===== config.mk =====
export PLATFORM = sky130hd
export DESIGN_NAME = pipeline_pc_gen
export DESIGN_NICKNAME = d
export VERILOG_FILES = /design/src/rtl/pipeline_pc_gen.sv
export SDC_FILE = /design/constraint.sdc
export NUM_CORES = 1
export LEC_CHECK = 0
export CAP_MARGIN = 20
export CORE_MARGIN = 2
export CORE_UTILIZATION = 35
export DETAILED_ROUTE_END_ITERATION = 10
export SLEW_MARGIN = 20
export SYNTH_ARGS = -nofsm -noshare
export SYNTH_HDL_FRONTEND = slang
export SYNTH_SLANG_ARGS = --single-unit

===== constraint.sdc =====
create_clock -name clk -period 4.5 [get_ports clk]
set_input_delay 0.675 -clock clk [delete_from_list [all_inputs] [get_ports clk]]
set_output_delay 0.675 -clock clk [all_outputs]
set_load 0.1 [all_outputs]

===== src/rtl/pipeline_pc_gen.sv =====
// Fetch-stage program-counter generator: next-PC selection with a supervisor-preserving
// sequential path and a circular return-address stack that checks predicted returns.
module pipeline_pc_gen #(
    parameter int unsigned      XLEN      = 32,
    parameter logic [XLEN-1:0]  RESET_VEC = 32'h8000_0000,
    parameter logic [XLEN-1:0]  ILLOP_VEC = 32'h8000_0004,
    parameter logic [XLEN-1:0]  XADR_VEC  = 32'h8000_0008,
    parameter int unsigned      RAS_DEPTH = 4
) (
    input  logic                      clk,
    input  logic                      reset,
    input  logic                      stall,
    input  logic [2:0]                pc_src,
    input  logic                      br_taken,
    input  logic [XLEN-1:0]           con_ba,
    input  logic [25:0]               jt,
    input  logic [XLEN-1:0]           jr_target,
    input  logic                      is_call,
    input  logic                      is_ret,
    output logic [XLEN-1:0]           pc,
    output logic [XLEN-1:0]           pc_plus4,
    output logic [XLEN-1:0]           ras_top,
    output logic [$clog2(RAS_DEPTH):0] ras_count,
    output logic                      ras_mispredict
);

    localparam int unsigned AW = $clog2(RAS_DEPTH);
    localparam int unsigned CW = AW + 1;

    typedef enum logic [2:0] {
        SRC_SEQ   = 3'b000,
        SRC_BR    = 3'b001,
        SRC_JMP   = 3'b010,
        SRC_JR    = 3'b011,
        SRC_ILLOP = 3'b100,
        SRC_XADR  = 3'b101,
        SRC_HOLD0 = 3'b110,
        SRC_HOLD1 = 3'b111
    } pc_src_e;

    logic [XLEN-1:0] ras_mem [RAS_DEPTH];
    logic [AW-1:0]   wp;
    logic [AW-1:0]   wp_nxt;
    logic [AW-1:0]   top_idx;
    logic [AW-1:0]   mem_waddr;
    logic [CW-1:0]   cnt_nxt;
    logic [XLEN-1:0] pc_nxt;
    logic [XLEN-1:0] seq_pc;
    logic            mp_nxt;
    logic            mem_we;
    logic            do_push;
    logic            do_pop;
    logic            ras_empty;

    // Increment wraps inside the low bits so the supervisor bit is never disturbed.
    assign pc_plus4  = {pc[XLEN-1], pc[XLEN-2:0] + (XLEN-1)'(4)};
    assign seq_pc    = stall ? pc : pc_plus4;
    assign top_idx   = wp - AW'(1);
    assign ras_empty = (ras_count == '0);
    assign ras_top   = ras_empty ? '0 : ras_mem[top_idx];
    assign do_push   = is_call & ((pc_src == SRC_JMP) | (pc_src == SRC_JR));
    assign do_pop    = is_ret & (pc_src == SRC_JR);

    // Next-PC select
    always_comb begin
        pc_nxt = pc;
        case (pc_src_e'(pc_src))
            SRC_SEQ:   pc_nxt = seq_pc;
            SRC_BR:    pc_nxt = br_taken ? con_ba : seq_pc;
            SRC_JMP:   pc_nxt = {pc[XLEN-1:28], jt, 2'b00};
            SRC_JR:    pc_nxt = jr_target;
            SRC_ILLOP: pc_nxt = ILLOP_VEC;
            SRC_XADR:  pc_nxt = XADR_VEC;
            default:   pc_nxt = pc;
        endcase
    end

    // RAS next state; a simultaneous call/return on a non-empty stack replaces the top in place.
    always_comb begin
        wp_nxt    = wp;
        cnt_nxt   = ras_count;
        mp_nxt    = 1'b0;
        mem_we    = 1'b0;
        mem_waddr = wp;
        if (do_push && do_pop && !ras_empty) begin
            mp_nxt    = (ras_top != jr_target);
            mem_we    = 1'b1;
            mem_waddr = top_idx;
        end else if (do_push) begin
            mem_we = 1'b1;
            wp_nxt = wp + AW'(1);
            mp_nxt = do_pop;
            if (ras_count != CW'(RAS_DEPTH)) begin
                cnt_nxt = ras_count + CW'(1);
            end
        end else if (do_pop) begin
            if (ras_empty) begin
                mp_nxt = 1'b1;
            end else begin
                mp_nxt  = (ras_top != jr_target);
                wp_nxt  = top_idx;
                cnt_nxt = ras_count - CW'(1);
            end
        end
    end

    always_ff @(posedge clk or negedge reset) begin
        if (!reset) begin
            pc             <= RESET_VEC;
            wp             <= '0;
            ras_count      <= '0;
            ras_mispredict <= 1'b0;
        end else begin
            pc             <= pc_nxt;
            wp             <= wp_nxt;
            ras_count      <= cnt_nxt;
            ras_mispredict <= mp_nxt;
        end
    end

    // Entry contents need no reset; validity is tracked by ras_count.
    always_ff @(posedge clk) begin
        if (mem_we) begin
            ras_mem[mem_waddr] <= pc_plus4;
        end
    end

endmodule


Word-level counts from Yosys, hierarchy flattened:

Memory sizes are Yosys's and may differ from the RTL's.
Cells that the tools add are included.

* register bits: 38
* logic and storage cells: 56
* memories: 1
* bits in writable memories: 128
* output and inout bits: 100
* input bits: 99

Memories
* ras_mem: words 4, width 32, read ports 1, clocked after Yosys merged registers in 0, wr ports 1, line 41 `logic [XLEN-1:0] ras_mem [RAS_DEPTH];`

* multiplexer cells: 20
* reductions and logical operators: 11
* bitwise gates (word level): 5
* add/subtract/negate cells: 5
* eq/ne operators: 9

Operator list (count)
* $pmux W32 S6: 1
* $mux W32: 2
* $ne A32 B32 Y1: 1
* $add A31 B3 Y31 const B: 1
* $mux W31: 1
* $mux W3: 4
* $mux W1: 8
* $mux W2: 4
* $eq A3 B2 Y1 const B: 2
* $eq A3 B3 Y1 const B: 2
* $logic_not A3 Y1: 2
* $reduce_bool A6 Y1: 1
* $reduce_bool A5 Y1: 1
* $reduce_and A4 Y1: 1
* $add A3 B1 Y3 const B: 1
* $eq A3 B1 Y1 const B: 1
* $ne A3 B3 Y1 const B: 1
* $reduce_and A3 Y1: 1
* $sub A3 B1 Y3 const B: 1
* $add A2 B1 Y2 const B: 1
* $and A1 B1 Y1: 2
* $logic_and A1 B1 Y1: 2
* $ne A2 B1 Y1 const B: 1
* $ne A2 B2 Y1 const B: 1
* other kinds (6): 7

Depth between registers and ports, before layout:

* word-level depth: 8
* gate-level depth with buffers: 12
* gate-level depth less buffers: 8

Least setup slack after synthesis:

No wires, ideal clock.

* kind: register to output
* start point: reg pc[10]
* end point: out pc_plus4[28]
* stages on the path, launching flop included: 7
* required time: 3825 ps
* path buffers: 0
* arrival: 3985 ps
* slack: -160 ps
* cells stage by stage: dfrtp_1 -> nand4_1 -> nor3_1 -> and3_1 -> nand4_1 -> nor3_1 -> xor2_1

* longest elaborated chain between the ends: 1

RTL lines
* start: declaration: line 20 `output logic [XLEN-1:0] pc,`
* start signal: assignment: line 114 `pc <= pc_nxt;`
* $add A31 B3 Y31: line 56 `assign pc_plus4 = {pc[XLEN-1], pc[XLEN-2:0] + (XLEN-1)'(4)};`
* end: declaration: line 21 `output logic [XLEN-1:0] pc_plus4,`

Every way passes these cells.

Worst setup path after layout:

Ends and elaborated chain as after synthesis.

==> results.md <==
Layout:
- The share of final-layout standard cells stronger than drive strength 1 is 0.177.
- The filler cells instantiated in the layout total approximately 2.3k.
- Relative to the synthesized area, the layout overhead comes to 33.0%.
- The total number of nets in the final design is 1087.
- The final cell count without fillers is approximately 1.3k.

Yosys:
- A synthesized cell averages 11.2 um^2.
- Synthesis handed over a netlist of 796 instances.
- The total of warnings raised by yosys is 0.
- The async set or reset register ratio after synthesis is 0.229.
- The cell type with the largest total area after synthesis is edfxtp_1.
- The distinct cell type count of the synthesized netlist is between 60 and 70.
- The synthesized design contains 128 enable-type register cells.
- Counting every net in the synthesized netlist gives 897.
- The sequential-to-total area share from yosys stat is 0.538.
- The flip-flop and latch count after synthesis is approximately 170.
- Sorting the synthesized cells by area gives the leading types as edfxtp_1, dfrtp_1, mux2_2, mux2i_1, mux4_2.
- After synthesis the cells add up to 8910 um^2.
- The most used flip-flop cell after synthesis is edfxtp_1.
- The top cell type's share of synthesized area is 0.431.

Setup path:
- The start point of the critical path is pc[10]$_DFFE_PN0P_.
- The buffer and inverter count on the worst path is 1.
- The most critical setup path has its endpoint at pc_plus4[28].
- On the critical path the largest part of the delay comes from simple AND/OR/NAND/NOR gates.
- In this run the worst path has a maximum fanout of 8.
- The launching element type of the critical path is a register.
- The worst register-to-register path begins at wp[0]$_DFFE_PN0P_.
- The worst setup path is captured at an output pin.
- The stage delay of the slowest cell on the critical path is between 0.6 and 0.7 ns.
- The worst setup path is of the reg -> out kind.
- The number of stages on the worst setup path is 7.
- In this run the critical register-to-register path is captured at ras_mispredict$_DFF_PN0_.
- Among all stages on the critical path, the largest delay is contributed by nor3_1.
- The worst register-to-register path has a depth of 7.
- The critical path goes through nand4_1, nor3_1, and3_1, nand4_1, nor3_1, xor2_2, buf_4.
- The critical path data arrival time is 3.31 ns.
- The reg-to-reg setup timing slack is 1.33 ns.
- STA puts the critical path data required time at 3.83 ns.

STA:
- Summed over all failing endpoints, the final setup total negative slack is 0 ns.
- The worst relative slew slack is 0.296.
- The slew at the pin closest to its max-slew limit is about 1.1 ns.
- The total of endpoints with negative setup slack in the final report is 0.
- The worst hold slack across all endpoints is 0.213 ns.
- In the finished design, the share of the clock period the worst path needs comes to 0.887.
- Setup repair after global routing left no endpoint under its margin.
- The maximum achievable frequency is 251 MHz.
- The max-slew violation total from the final report is 0.
- Clock skew on the completed layout was measured at 0.00960 ns.
- The number of hold violations in the final report is 0.
- The clock period could shrink to roughly 4.0 ns.

CTS:
- The clock network latency to the later pin of the worst-skew pair is 0.43 ns.
- The H-tree generated during clock tree synthesis spans 4 levels.
- TritonCTS created 17 clock buffers.
- In this run the clock root is driven by a clkbuf_16.
- The number of setup buffers added after CTS is 0.
- After clock tree synthesis, the clock-pin slew on the worst setup and hold paths is 0.07 ns.
- The TritonCTS clock tree is yes.
- The largest buffer count on any clock path is 2.
- Counting every sink on the clock net gives 166.
- After clock tree synthesis, the flow added hold-fix buffers numbering 0.
- Gates resized during post-CTS repair numbered 0.

Power and ir drop:
- The peak supply drop is between 900 and 1000 uV.
- Summed over all nets, the switching power comes to 0.00445 W.
- The share of total power dissipated in the clock network is 0.186.
- The share of total power dissipated in combinational logic is 0.569.
- The internal portion of the total power is 0.00393 W.
- Of the total power, registers draw 0.246.
- The power per cell area is 707 nW/um^2.
- For this design the static power due to leakage is 4.50 nW.
- The switching share of power is 0.531.

Floorplanning:
- The vertical die dimension is 164 um.
- From left edge to right edge, the die measures roughly 160 um.
- The effective utilization at floorplan is 0.355.
- The top-level port count is between 150 and 200.
- The total number of placement rows is 58.
- The floorplan core area is 25100 um^2.
- The area enclosed by the die boundary is 26800 um^2.

GRT:
- The number of antenna violations at the first check in global routing is 0.
- The first global-routing pass estimated 46100 um of wire.
- For this run, the total global-route usage over all layers was measured as 0.240.
- After global routing the overflow that remains totals 0.
- The maximum number of pins on one net before global-route repair is 51.
- The number of global-route vias before repair is about 7k.

Run:
- The total of max-cap violations is 0.

Hold path:
- The type of the worst min-delay path is in -> async.

Status:
- The flow ran to the end, and the final reports show no timing, DRC or antenna violations.

Route:
- In the routed design, unresolved DRC markers number 0.
- The routed length per placed instance is 24.1 um.
- The total wirelength of the detailed-routed design is 32100 um.
- The initial DRC count is 749.
- The final antenna-violating net count is 0.
- The overall via count from detail_route is 7456.
- The first-pass iteration count of the detailed router is 5.
- In the routed layout, each cell is associated on average with a via count of roughly 5.6.

Placed design:
- In this run the tool buffered the top-level ports with 198 buffer cells.
- The count of placed standard cells including taps is between 1k and 1.5k.
- The routability-driven placement congestion ratio is 0.907.
- After legalization and detailed placement, the total HPWL measured 24300 um.
per-layer routing:
metal  wire length (um)  track usage
met2              14700        0.374
met4                841       0.0837
met1              13500        0.320
met3               3000       0.0714
met5                  0            0
flip-flops by register name, indices dropped and copies added, names as in the netlist:
| name | flops |
|---|---|
| ras_count | 3 |
| pc | 32 |
| wp | 2 |
| ras_mispredict | 1 |
| ras_mem | 128 |
cells in the mapped netlist (all sizes together) (3+ instances only):
cell type,count
a22o,5
nand3,19
edfxtp,128
nand4,11
o22ai,5
nand2b,4
o32ai,5
and2,18
mux2,31
nor2b,9
nor3,9
a31oi,7
o31ai,5
mux2i,33
nor2,80
a211o,9
a221oi,7
a211oi,7
o21ai,41
xor2,13
and3,11
mux4,14
buf,22
a222oi,8
xnor2,22
a21oi,53
a22oi,15
o22a,10
dfrtp,37
clkbuf,30
nand2,71
inv,28
nor4,3
power groups by stage:
stage                     Sequential [W]  Clock (W)  Combinational [W]
final                            0.00206    0.00155            0.00477
after global routing             0.00209    0.00163            0.00494
after CTS                        0.00206    0.00157            0.00476
after detailed placement         0.00209          0            0.00475
after global placement           0.00209          0            0.00474
after floorplan                  0.00236          0            0.00330
kinds of logic after synthesis:
family / count (synthesis) / share of synthesized area
buf+inv: 81 / 0.0420
mux: 78 / 0.112
fa+ha+maj: 2 / 0.00365
compound gates: 192 / 0.144
flops: 166 / 0.538
xor+xnor: 35 / 0.0344
simple gates: 242 / 0.126
how the worst min path moves through the flow:
stage	endpoint	slack, ns	cells after the start	start
floorplan	pc[0]$_DFFE_PN0P_	0.38	0	reset
global placement	pc[9]$_DFFE_PN0P_	0.57	2	pc[9]$_DFFE_PN0P_
detailed placement	ras_mem[0][0]$_DFFE_PP_	0.59	0	pc[0]$_DFFE_PN0P_
CTS	pc[0]$_DFFE_PN0P_	0.43	1	reset
global route	pc[0]$_DFFE_PN0P_	0.26	1	reset
finish	pc[0]$_DFFE_PN0P_	0.21	1	reset
area by class of cell:
class                      instances  area (um^2)  area share
antenna                            1         2.50    0.000211
sequential                       166         4800       0.405
timing repair buffer             223         2060       0.174
tap                              330          413      0.0348
multi-input combinational        549         3840       0.324
clock buffer                      18          439      0.0371
inverter                          29          109     0.00918
clock inverter                    14          186      0.0157
worst reg2reg max path, cell delays in order (launching register included):
cell	delay (ns)
dfrtp_2	0.85
buf_4	0.44
mux4_2	0.56
and2_1	0.19
a211oi_1	0.37
nand4_1	0.18
nor4_1	0.39
nor2_1	0.08
cell usage in the layout, fill, tap and decap left out, types with 3 or more instances in the layout:
master,n
clkdlybuf4s50_1,144
edfxtp_1,128
nor2_1,79
buf_4,77
nand2_1,71
a21oi_1,51
o21ai_0,41
dfrtp_1,35
mux2i_1,33
mux2_2,31
inv_1,28
nand3_1,19
and2_1,17
clkbuf_16,17
xnor2_1,16
a22oi_1,15
mux4_2,14
and3_1,11
nand4_1,11
xor2_1,10
o22a_1,10
nor2b_1,9
a211o_1,9
a222oi_1,8
a211oi_1,7
a31oi_1,7
a221oi_1,7
nor3_1,6
xnor2_2,6
o22ai_1,5
o32ai_1,5
o31ai_1,5
a22o_1,5
inv_6,5
nand2b_1,4
xor2_2,3
nor3_2,3
bufinv_16,3
stage by stage:
step,total power [W],util,cell area [um^2],setup WS (ns)
final,0.00838,0.472,11900,0.510
after global routing,0.00865,0.472,11900,0.353
after CTS,0.00839,0.472,11800,0.503
after detailed placement,0.00684,0.447,11200,0.977
after global placement,0.00683,0.447,11200,1.07
after floorplan,0.00566,-,8980,0.0241
No activity file was read; power rests on OpenSTA's default activity.
